`config.mk`:
```
export PLATFORM = sky130hd
export DESIGN_NAME = program_counter_stack_flat
export DESIGN_NICKNAME = d
export VERILOG_FILES = /design/src/rtl/program_counter_stack_if.sv /design/src/rtl/program_counter_stack.sv /design/src/flat_wrapper.sv
export SDC_FILE = /design/constraint.sdc
export NUM_CORES = 1
export LEC_CHECK = 0
export ABC_AREA = 1
export BUFFER_PORTS_ARGS = -buffer_cell sky130_fd_sc_hd__buf_2
export CAP_MARGIN = 0
export CORE_MARGIN = 5
export CORE_UTILIZATION = 61
export DETAILED_ROUTE_END_ITERATION = 8
export PLACE_DENSITY = 0.82
export SKIP_LAST_GASP = 1
export SLEW_MARGIN = 30
export SYNTH_ARGS = -nofsm -noshare
export SYNTH_HDL_FRONTEND = slang
export SYNTH_SLANG_ARGS = --single-unit
```
`constraint.sdc`:
```
create_clock -name clk -period 4.3 [get_ports clk]
set_input_delay 0.43 -clock clk [delete_from_list [all_inputs] [get_ports clk]]
set_output_delay 0.43 -clock clk [all_outputs]
set_load 0.01 [all_outputs]
```
`src/rtl/program_counter_stack_if.sv`:
```
// Fetch-control bus between the decode stage and the program counter / return stack.
// Decode issues one command per cycle and observes the PC and stack status.
interface program_counter_stack_if #(
  parameter int unsigned WIDTH = 16,
  parameter int unsigned DEPTH = 8
);
  localparam int unsigned DW = $clog2(DEPTH + 1);

  // Commands from decode
  logic             en;
  logic             clear;
  logic             load;
  logic             branch;
  logic             call;
  logic             ret;
  logic [WIDTH-1:0] addr;
  logic [WIDTH-1:0] offset;

  // Registered PC and stack status
  logic [WIDTH-1:0] out;
  logic [DW-1:0]    depth;
  logic             full;
  logic             empty;
  logic             overflow;
  logic             underflow;

  modport master (
    output en, clear, load, branch, call, ret, addr, offset,
    input  out, depth, full, empty, overflow, underflow
  );

  modport slave (
    input  en, clear, load, branch, call, ret, addr, offset,
    output out, depth, full, empty, overflow, underflow
  );
endinterface

```
`src/rtl/program_counter_stack.sv`:
```
// Program counter with configurable step/reset vector, PC-relative branch,
// synchronous clear, stall, and a call/return address stack with sticky
// overflow/underflow reporting. The PC output is purely registered.
module program_counter_stack #(
  parameter int unsigned      WIDTH      = 16,
  parameter int unsigned      DEPTH      = 8,
  parameter int unsigned      STEP       = 1,
  parameter logic [WIDTH-1:0] RESET_ADDR = '0
) (
  input logic                   clk,
  input logic                   reset,
  program_counter_stack_if.slave bus
);

  localparam int unsigned DW = $clog2(DEPTH + 1);
  localparam int unsigned AW = (DEPTH > 1) ? $clog2(DEPTH) : 1;

  typedef enum logic [2:0] {
    CMD_CLEAR,
    CMD_HOLD,
    CMD_LOAD,
    CMD_CALL,
    CMD_RET,
    CMD_BRANCH,
    CMD_INC
  } cmd_e;

  cmd_e             cmd;

  logic [WIDTH-1:0] pc_q,    pc_d;
  logic [DW-1:0]    depth_q, depth_d;
  logic             ovf_q,   ovf_d;
  logic             unf_q,   unf_d;

  logic [WIDTH-1:0] stack_q [DEPTH];
  logic             push;
  logic [AW-1:0]    wr_idx;
  logic [AW-1:0]    rd_idx;

  logic [WIDTH-1:0] pc_inc;
  logic             full;
  logic             empty;

  assign pc_inc = pc_q + WIDTH'(STEP);
  assign full   = (depth_q == DW'(DEPTH));
  assign empty  = (depth_q == '0);
  assign wr_idx = AW'(depth_q);
  assign rd_idx = AW'(depth_q - DW'(1));

  // Priority decode: exactly one command wins, the rest are ignored outright
  always_comb begin
    cmd = CMD_INC;
    if (bus.clear)       cmd = CMD_CLEAR;
    else if (!bus.en)    cmd = CMD_HOLD;
    else if (bus.load)   cmd = CMD_LOAD;
    else if (bus.call)   cmd = CMD_CALL;
    else if (bus.ret)    cmd = CMD_RET;
    else if (bus.branch) cmd = CMD_BRANCH;
  end

  // Next PC, stack occupancy and sticky flags for the selected command
  always_comb begin
    pc_d    = pc_q;
    depth_d = depth_q;
    ovf_d   = ovf_q;
    unf_d   = unf_q;
    push    = 1'b0;
    case (cmd)
      CMD_CLEAR: begin
        pc_d    = RESET_ADDR;
        depth_d = '0;
        ovf_d   = 1'b0;
        unf_d   = 1'b0;
      end
      CMD_HOLD: begin
      end
      CMD_LOAD: begin
        pc_d = bus.addr;
      end
      CMD_CALL: begin
        // A call while full still jumps; only the return address is lost
        pc_d = bus.addr;
        if (full) begin
          ovf_d = 1'b1;
        end else begin
          push    = 1'b1;
          depth_d = depth_q + DW'(1);
        end
      end
      CMD_RET: begin
        // A return from an empty stack falls through to the next instruction
        if (empty) begin
          pc_d  = pc_inc;
          unf_d = 1'b1;
        end else begin
          pc_d    = stack_q[rd_idx];
          depth_d = depth_q - DW'(1);
        end
      end
      CMD_BRANCH: begin
        pc_d = pc_q + bus.offset;
      end
      CMD_INC: begin
        pc_d = pc_inc;
      end
      default: begin
      end
    endcase
  end

  // PC, occupancy and flags; async reset returns to the reset vector at once
  always_ff @(posedge clk or negedge reset) begin
    if (!reset) begin
      pc_q    <= RESET_ADDR;
      depth_q <= '0;
      ovf_q   <= 1'b0;
      unf_q   <= 1'b0;
    end else begin
      pc_q    <= pc_d;
      depth_q <= depth_d;
      ovf_q   <= ovf_d;
      unf_q   <= unf_d;
    end
  end

  // Return-address storage; contents are meaningless above depth, so no reset
  always_ff @(posedge clk) begin
    if (push) begin
      stack_q[wr_idx] <= pc_inc;
    end
  end

  assign bus.out       = pc_q;
  assign bus.depth     = depth_q;
  assign bus.full      = full;
  assign bus.empty     = empty;
  assign bus.overflow  = ovf_q;
  assign bus.underflow = unf_q;

endmodule

```
`src/flat_wrapper.sv`:
```
// flat-port wrapper written by rule: the top's interface ports become plain ports
module program_counter_stack_flat 
#(
  parameter int unsigned      WIDTH      = 16,
  parameter int unsigned      DEPTH      = 8,
  parameter int unsigned      STEP       = 1,
  parameter logic [WIDTH-1:0] RESET_ADDR = '0
)
  (clk, reset, bus_en, bus_clear, bus_load, bus_branch, bus_call, bus_ret, bus_addr, bus_offset, bus_out, bus_depth, bus_full, bus_empty, bus_overflow, bus_underflow);
  program_counter_stack_if #(.WIDTH(WIDTH), .DEPTH(DEPTH)) bus_i ();
  input logic clk;
  input logic reset;
  input wire logic [$bits(bus_i.en)-1:0] bus_en;
  input wire logic [$bits(bus_i.clear)-1:0] bus_clear;
  input wire logic [$bits(bus_i.load)-1:0] bus_load;
  input wire logic [$bits(bus_i.branch)-1:0] bus_branch;
  input wire logic [$bits(bus_i.call)-1:0] bus_call;
  input wire logic [$bits(bus_i.ret)-1:0] bus_ret;
  input wire logic [$bits(bus_i.addr)-1:0] bus_addr;
  input wire logic [$bits(bus_i.offset)-1:0] bus_offset;
  output wire logic [$bits(bus_i.out)-1:0] bus_out;
  output wire logic [$bits(bus_i.depth)-1:0] bus_depth;
  output wire logic [$bits(bus_i.full)-1:0] bus_full;
  output wire logic [$bits(bus_i.empty)-1:0] bus_empty;
  output wire logic [$bits(bus_i.overflow)-1:0] bus_overflow;
  output wire logic [$bits(bus_i.underflow)-1:0] bus_underflow;
  assign bus_i.en = bus_en;
  assign bus_i.clear = bus_clear;
  assign bus_i.load = bus_load;
  assign bus_i.branch = bus_branch;
  assign bus_i.call = bus_call;
  assign bus_i.ret = bus_ret;
  assign bus_i.addr = bus_addr;
  assign bus_i.offset = bus_offset;
  assign bus_out = bus_i.out;
  assign bus_depth = bus_i.depth;
  assign bus_full = bus_i.full;
  assign bus_empty = bus_i.empty;
  assign bus_overflow = bus_i.overflow;
  assign bus_underflow = bus_i.underflow;
  program_counter_stack #(.WIDTH(WIDTH), .DEPTH(DEPTH), .STEP(STEP), .RESET_ADDR(RESET_ADDR)) u_core (.clk(clk), .reset(reset), .bus(bus_i));
endmodule
```
# After elaboration in Yosys (flattened, before gate mapping)
# Memory sizes are Yosys's and may differ from the RTL's.
# Index checks and enable logic that the tools add are counted.
# word_totals
register_bits,22
ramBits,128
inputBits,40
elab_cells,48
n_memories,1
# op_classes
n_addsub,4
n_eq_ne,10
n_mux,19
reduce_logical,10
# memory_table
name,words,word_bits,read_ports,rd_ports_with_merged_regs,write_ports,line,rtl
u_core.stack_q,8,16,1,0,1,program_counter_stack.sv:35,logic [WIDTH-1:0] stack_q [DEPTH];
# op_table
cell,count
16-bit one-hot mux with 5 select lines,1
16-bit by 1-bit adder with 16-bit output (second input constant),1
16-bit adder,1
16-bit two-way mux,1
3-bit two-way mux,5
4-bit one-hot mux with 3 select lines,1
3-bit equality test (second input constant),3
4-bit two-way mux,2
2-bit != test (second input constant),4
3-bit by 2-bit equality test with 1-bit output (second input constant),2
1-bit two-way mux,6
5-bit nonzero test,1
4-bit by 1-bit adder with 4-bit output (second input constant),1
4-bit equality test (second input constant),1
4-bit logical NOT,1
1-bit one-hot mux with 2 select lines,2
2-bit AND reduction,2
2-bit nonzero test,2
4-bit by 1-bit subtractor with 4-bit output (second input constant),1
3-bit logical NOT,1
3-bit AND reduction,1
3-bit nonzero test,1
2-bit two-way mux,1
2-bit OR reduction,1

# Depth between registers and ports, before layout
# Gate-level depths: netlist of the first run.
# logic_depth
ltp_word,10
depth_mapped,15

# Worst setup path after synthesis of the first run
# Ideal clock, no wire load.
# synth_path
path_type,register to register
from,"reg u_core.depth_q[0], in the netlist u_core.bus.depth[0]"
to,"mem u_core.stack_q[6][0], enable pin"
setup_time_ns,0.409
arrival_ns,2.711
setup_slack_ns,1.180
stages_incl_launch_ff,11
n_path_buf,3
synth_period_minus_slack_ns,3.120
path_cell_list,dfrtp_1 > buf_2 > inv_2 > buf_4 > buf_4 > ha_1 > nand2_2 > nor2_2 > nor2_1 > nand2_1 > nor3_1
# synth_via
elab_chain_len,5
# synth_lines
element,line,rtl
"start, declared",program_counter_stack.sv:31,"logic [DW-1:0] depth_q, depth_d;"
"start signal, assigned",program_counter_stack.sv:120,depth_q <= depth_d;
4-bit equality test,program_counter_stack.sv:45,assign full = (depth_q == DW'(DEPTH));
via bus_full,flat_wrapper.sv:23,output wire logic [$bits(bus_i.full)-1:0] bus_full;
1-bit two-way mux,program_counter_stack.sv:83,if (full) begin
1-bit two-way mux,program_counter_stack.sv:68,case (cmd)
1-bit two-way mux,program_counter_stack.sv:128,if (push) begin
1-bit two-way mux (implied by the code),program_counter_stack.sv:129,stack_q[wr_idx] <= pc_inc;
"end, declared",program_counter_stack.sv:35,
# The timed path passes the listed nets, and every way through them passes these cells.

# Worst setup path after layout of the first run
# layout_path
from,"reg u_core.depth_q[1], in the netlist u_core.bus.depth[1]"
to,out bus_empty
# layout_via
elab_chain_len,1
# layout_lines
element,line,rtl
4-bit logical NOT,program_counter_stack.sv:46,assign empty = (depth_q == '0);
"end, declared",flat_wrapper.sv:24,output wire logic [$bits(bus_i.empty)-1:0] bus_empty;
# No other way between the ends.

==> results.toml, run 1 <==
[power]
power_density_nw_per_um2 = 457
vdd_drop_max_mv = 0.338
pwr-share-clk_pct = 35.9
switching_power_w = 0.00132
p_total_w = 0.00421
p_int_w = 0.00289
power_frac_comb_pct = 24.3
leakage_nw = 4.05
seq_power_share_pct = 39.8
p_sw_share_pct = 31.3

[cells_and_area]
area_delta_synth_final_pct = 13.3
fill_cells = 1039
nNetsFinal = 1052
regArea_um2 = 4400
n_antenna_cell = 0
multiInputGateArea_um2 = 3240
drive_above_1_share_pct = 14.7

[cts]
cts.sinks = 150
htreeDepth = 4
insertion_delay_ns = 0.42
numCtsBuffers = 17
cts_resized = 0
clockRootBuffer = "clkbuf_16"
cts_buffer_depth = 2
clk_pin_slew_ns = 0.06
cts_hold_buf = 0
cts_setup_buffers = 0
cts_tree = "done"

[yosys]
synth_common_cells = "322 x nand2_1, 139 x nand3_1, 128 x edfxtp_1"
synth_top_family_by_area = "simple AND/OR/NAND/NOR gates"
netlist_area_um2 = 8130
ys_ff_latch = 150
synth_nets = 991
synth_flop_cell = "edfxtp_1"
synthXorXnorAreaFrac_pct = 1.48
synth.distinct_cells = 39
synth.area.top_cells = "edfxtp_1 47%, nand2_1 15%, nand3_1 8.6%"
synth_cells = 932
synth_area_per_cell_um2 = 8.72
synth_mux_area_share_pct = 0
yosysTopAreaCell = "edfxtp_1"
synth_warnings = 0
yosys.cell_count.top_type = "nand2_1"
synth-simple-area-share_pct = 30.8
async_flop_share_pct = 14.7
yosys.area.top_type_share_pct = 47.3
synth_compound_area_share_pct = 3.97
synth_edf_count = 128
synthAdderAreaFrac_pct = 3.02
yosysSeqAreaShare_pct = 54.0

[global_routing]
antenna_found_initial = 0
grt_usage_pct = 27.4
grt_overflow_total = 0
grt_max_degree = 71
grt_pass1_vias = 6312
grt_pass1_wl_mm = 33.4

[floorplan]
die_width_um = 125
die_area_um2 = 15700
core_um2 = 13100
die_y_um = 125
start_util_pct = 61.9
rows = 42
pin_count = 64

[critical_path]
worst_path_largest_cell_delay_ns = 0.48
cpMaxStageDelayCell = "dfrtp_1"
rrSetupSlack_ns = 1.88
critPathCaptureType = "output pin"
critical_path.max_fanout = 13
cp.depth = 5
cp.required_ns = 3.87
critPathKind = "reg -> out"
cp_top_family = "simple AND/OR/NAND/NOR gates"
r2r_end = "u_core.bus.out[15]$_DFFE_PN0P_"
reg2reg_depth = 9
arrival_ns = 2.18
crit_buf_inv = 2
crit_chain = "inv_1 > ha_1 > nand2_2 > nor2_4 > buf_2"
worstSetupStartpointType = "flop"
crit-reg2reg-launch = "u_core.bus.depth[1]$_DFFE_PN0P_"

[detailed_routing]
firstDrtPassIters = 7
avgViaCountPerCell = 5.64
drt_iter0_drc = 785
drc_errors = 0
vias = 6663
post_drt_wl_per_cell_um = 18.0
drt-total-wl_mm = 21.3
postRouteAntennaNets = 0

[timing]
max_freq_mhz = 383
slew_headroom_pct = 38.0
min_period_over_period_pct = 60.7
final_hold_viol_count = 0
period_needed_ns = 2.61
setup_viol = 0
drv_slew = 0
finalClockSkew_ns = 0.00664
rsz0062_at_grt = "no"
tightest_slew_ns = 0.926
setup_tns_ns = 0

[placement]
portBuffers = 63
hpwlAfterDp_mm = 14.7
place_congestion = 1.08

[worst_hold_path]
hold_path_class = "in -> async"

[run_status]
status = "completed"

[job]
cap_violations = 0
==> flip-flops by register name (all words and copies together) (netlist names) <==
register / cells
u_core.bus.overflow: 1
u_core.bus.depth: 4
u_core.stack_q: 128
u_core.bus.out: 16
u_core.bus.underflow: 1
==> placed cells by master (no fill, tap or decap), drive strengths merged <==
| cell | count |
|---|---|
| inv | 93 |
| ha | 18 |
| clkinvlp | 1 |
| nand4 | 13 |
| clkinv | 9 |
| nor3 | 11 |
| xnor2 | 4 |
| edfxtp | 128 |
| clkbuf | 22 |
| o21a | 1 |
| buf | 74 |
| nand3 | 144 |
| and2 | 2 |
| a22oi | 2 |
| or2 | 2 |
| fa | 1 |
| nor2 | 56 |
| nand3b | 6 |
| o21ai | 20 |
| a211oi | 1 |
| a21oi | 28 |
| o211ai | 1 |
| nand2 | 331 |
| a21boi | 1 |
| dfrtp | 22 |
| o21bai | 3 |
| xor2 | 8 |
| bufinv | 4 |
==> worst max path at each step <==
stage | end | slack (ns) | startpoint
after floorplan | u_core.stack_q[6][0]$_DFFE_PP_ | 1.18 | u_core.bus.depth[0]$_DFFE_PN0P_
after global placement | u_core.stack_q[1][6]$_DFFE_PP_ | 1.95 | bus_clear
after detailed placement | u_core.stack_q[1][7]$_DFFE_PP_ | 1.89 | bus_clear
after CTS | bus_empty | 1.74 | u_core.bus.depth[1]$_DFFE_PN0P_
after global routing | bus_empty | 1.59 | u_core.bus.depth[1]$_DFFE_PN0P_
final | bus_empty | 1.69 | u_core.bus.depth[1]$_DFFE_PN0P_
==> per-layer routing <==
metal	up-vias	track usage, %	wire (µm)
met5	-	0	0
met4	0	11.5	774
met3	60	8.32	1940
met2	321	42.7	9970
met1	3059	35.8	8600
li1	3223	-	-
==> logic make-up after synthesis <==
family	after synthesis
buf+inv	129
fa+ha+maj	19
flops	150
simple gates	565
xor+xnor	12
compound gates	57
==> through the flow <==
step | hold WS [ns] | utilization, % | area, µm² | setup WS, ns | std cells
2_1_floorplan | 0.134 | - | 8130 | 1.18 | 932
3_3_place_gp | 0.441 | 65.4 | 8590 | 1.95 | 1150
3_5_place_dp | 0.444 | 65.5 | 8600 | 1.89 | 1150
4_1_cts | 0.0105 | 70.0 | 9200 | 1.74 | 1182
5_1_grt | 0.0203 | 70.1 | 9220 | 1.59 | 1182
6_report | 0.00395 | 70.1 | 9220 | 1.69 | 1182
==> area by class of cell <==
class	count	share of cell area, %
flip-flops and latches	150	47.7
multi-input cells	653	35.2
clock buffers	22	4.82
repair buffers	74	4.32
inverters	97	3.95
well taps	176	2.39
clock inverters	10	1.67
==> power by group through the flow <==
stage	clock network [W]	logic, W	registers, W
2_1_floorplan	0	0.000704	0.00170
3_3_place_gp	0	0.000977	0.00170
3_5_place_dp	0	0.000993	0.00170
4_1_cts	0.00152	0.00101	0.00167
5_1_grt	0.00160	0.00112	0.00168
6_report	0.00151	0.00102	0.00168
Power figures use the tool's default switching activity.
==> run 2, diff against run 1 <==
Clock period 4.3 ns to 2.49 ns, I/O delays scaled along.
==> results.toml, run 2 (synthesized netlist as in run 1, its figures left out) <==
[placement]
dpl_cell_area_um2 = 8720
hpwlAfterDp_mm = 15.0
dp_slack_ns = 0.337
place_congestion = 1.03
portBuffers = 63

[critical_path]
critical_path.max_fanout = 16
r2r_end = "u_core.stack_q[1][9]$_DFFE_PP_"
cp.required_ns = 2.59
worstSetupStartpointType = "flop"
reg2reg_depth = 8
critPathKind = "reg -> reg"
startpoint = "u_core.bus.depth[1]$_DFFE_PN0P_"
critPathCaptureType = "flop"
rrSetupSlack_ns = 0.30
crit-reg2reg-launch = "u_core.bus.depth[1]$_DFFE_PN0P_"
arrival_ns = 2.29

[cells_and_area]
multiInputGateArea_um2 = 3210
drive_above_1_share_pct = 16.0
final_area_um2 = 9340
mostFrequentLayoutCells = "322 x nand2_1, 139 x nand3_1, 128 x edfxtp_1"
n_antenna_cell = 0
fill_cells = 1017
nNetsFinal = 1069
final_common_cell = "nand2_1"
largest_reg_flops = 128
regArea_um2 = 4400
area_delta_synth_final_pct = 14.9
top_register = "u_core.stack_q"

[timing]
period_needed_ns = 2.19
tightest_slew_ns = 0.782
drv_slew = 0
min_period_over_period_pct = 88.1
max_freq_mhz = 456
finalClockSkew_ns = 0.00695
rsz0062_at_grt = "no"
slew_headroom_pct = 47.7
setup_ws_ns = 0.296
final_hold_viol_count = 0
setup_viol = 0

[power]
power_density_nw_per_um2 = 789
vdd_drop_max_mv = 0.551
p_total_w = 0.00737
leakage_nw = 4.14

[detailed_routing]
firstDrtPassIters = 5
postRouteAntennaNets = 0
vias = 6832
drt_iter0_drc = 1038
drc_errors = 0
drt-total-wl_mm = 21.9
avgViaCountPerCell = 5.70
post_drt_wl_per_cell_um = 18.3

[global_routing]
grt_max_degree = 71
grt_pass1_wl_mm = 34.3
antenna_found_initial = 0
grt_overflow_total = 0
grt_usage_pct = 28.3
grt_pass1_vias = 6493

[cts]
clk_pin_slew_ns = 0.06
cts_buffer_depth = 2
htreeDepth = 4
cts_tree = "done"
clockRootBuffer = "clkbuf_16"
numCtsBuffers = 17
insertion_delay_ns = 0.42
cts.sinks = 150

[floorplan]
rows = 42
pin_count = 64
start_util_pct = 61.9
die_area_um2 = 15700
die_y_um = 125
core_um2 = 13100
die_width_um = 125

[job]
cap_violations = 0

[run_status]
status = "completed"

[worst_hold_path]
hold_path_end = "u_core.bus.out[8]$_DFFE_PN0P_"
min_from = "bus_addr[8]"
hold_path_class = "in -> reg"
hold_depth = 5
==> run 2: where the power goes <==
part / total (W) / internal (W) / switching, W
Sequential: 0.00288 / 0.00281 / 0.0000698
Clock: 0.00266 / 0.00166 / 0.00100
Combinational: 0.00183 / 0.000576 / 0.00125
==> run 2: metal layers <==
metal | vias up | GRT usage [%] | share of wire (%)
li1 | 3244 | - | -
met1 | 3195 | 39.0 | 41
met2 | 344 | 43.4 | 47
met3 | 49 | 8.27 | 9.4
met4 | 0 | 9.25 | 2.8
met5 | - | 0 | 0
==> run 2: final cells by class <==
type	count	share of cell area, %
sequential	150	47.1
multi-input combinational	653	34.4
timing repair buffer	91	5.79
clock buffer	17	4.55
inverter	97	3.90
tap	176	2.36
clock inverter	15	1.98
==> run 2: worst max-delay path by stage <==
stage                     slack [ns]  cells past startpoint                        endpoint
after floorplan                -0.19                     10  u_core.stack_q[2][0]$_DFFE_PP_
after global placement          0.40                      8  u_core.stack_q[1][7]$_DFFE_PP_
after detailed placement        0.34                      8  u_core.stack_q[1][8]$_DFFE_PP_
after CTS                       0.30                      6                       bus_empty
after global routing            0.08                     10  u_core.bus.out[13]$_DFFE_PN0P_
final                           0.30                      8  u_core.stack_q[1][9]$_DFFE_PP_
==> run 2: worst max-delay path, stage by stage, from the launching register on <==
cell	delay [ns]
dfrtp_1	0.49
inv_1	0.15
ha_1	0.28
nand2_2	0.14
nor2_2	0.07
nor2_1	0.15
nand2_1	0.12
nor3_2	0.17
buf_4	0.31
==> run 2: repair_timing <==
item                                   4_1_cts  5_1_grt
resized for setup                            0        0
setup buffers                                0        0
hold buffers                                 1        0
endpoints found under the hold margin       22        0
==> run 2: through the flow <==
stage,hold slack (ns),cells,setup TNS [ns],utilization [%]
finish,0.129,1199,0,71.1
global route,0.154,1199,0,71.1
CTS,0.121,1199,0,71.1
detailed placement,0.262,1166,0,66.4
global placement,0.260,1166,0,66.4
floorplan,-0.0466,932,-17.20,-
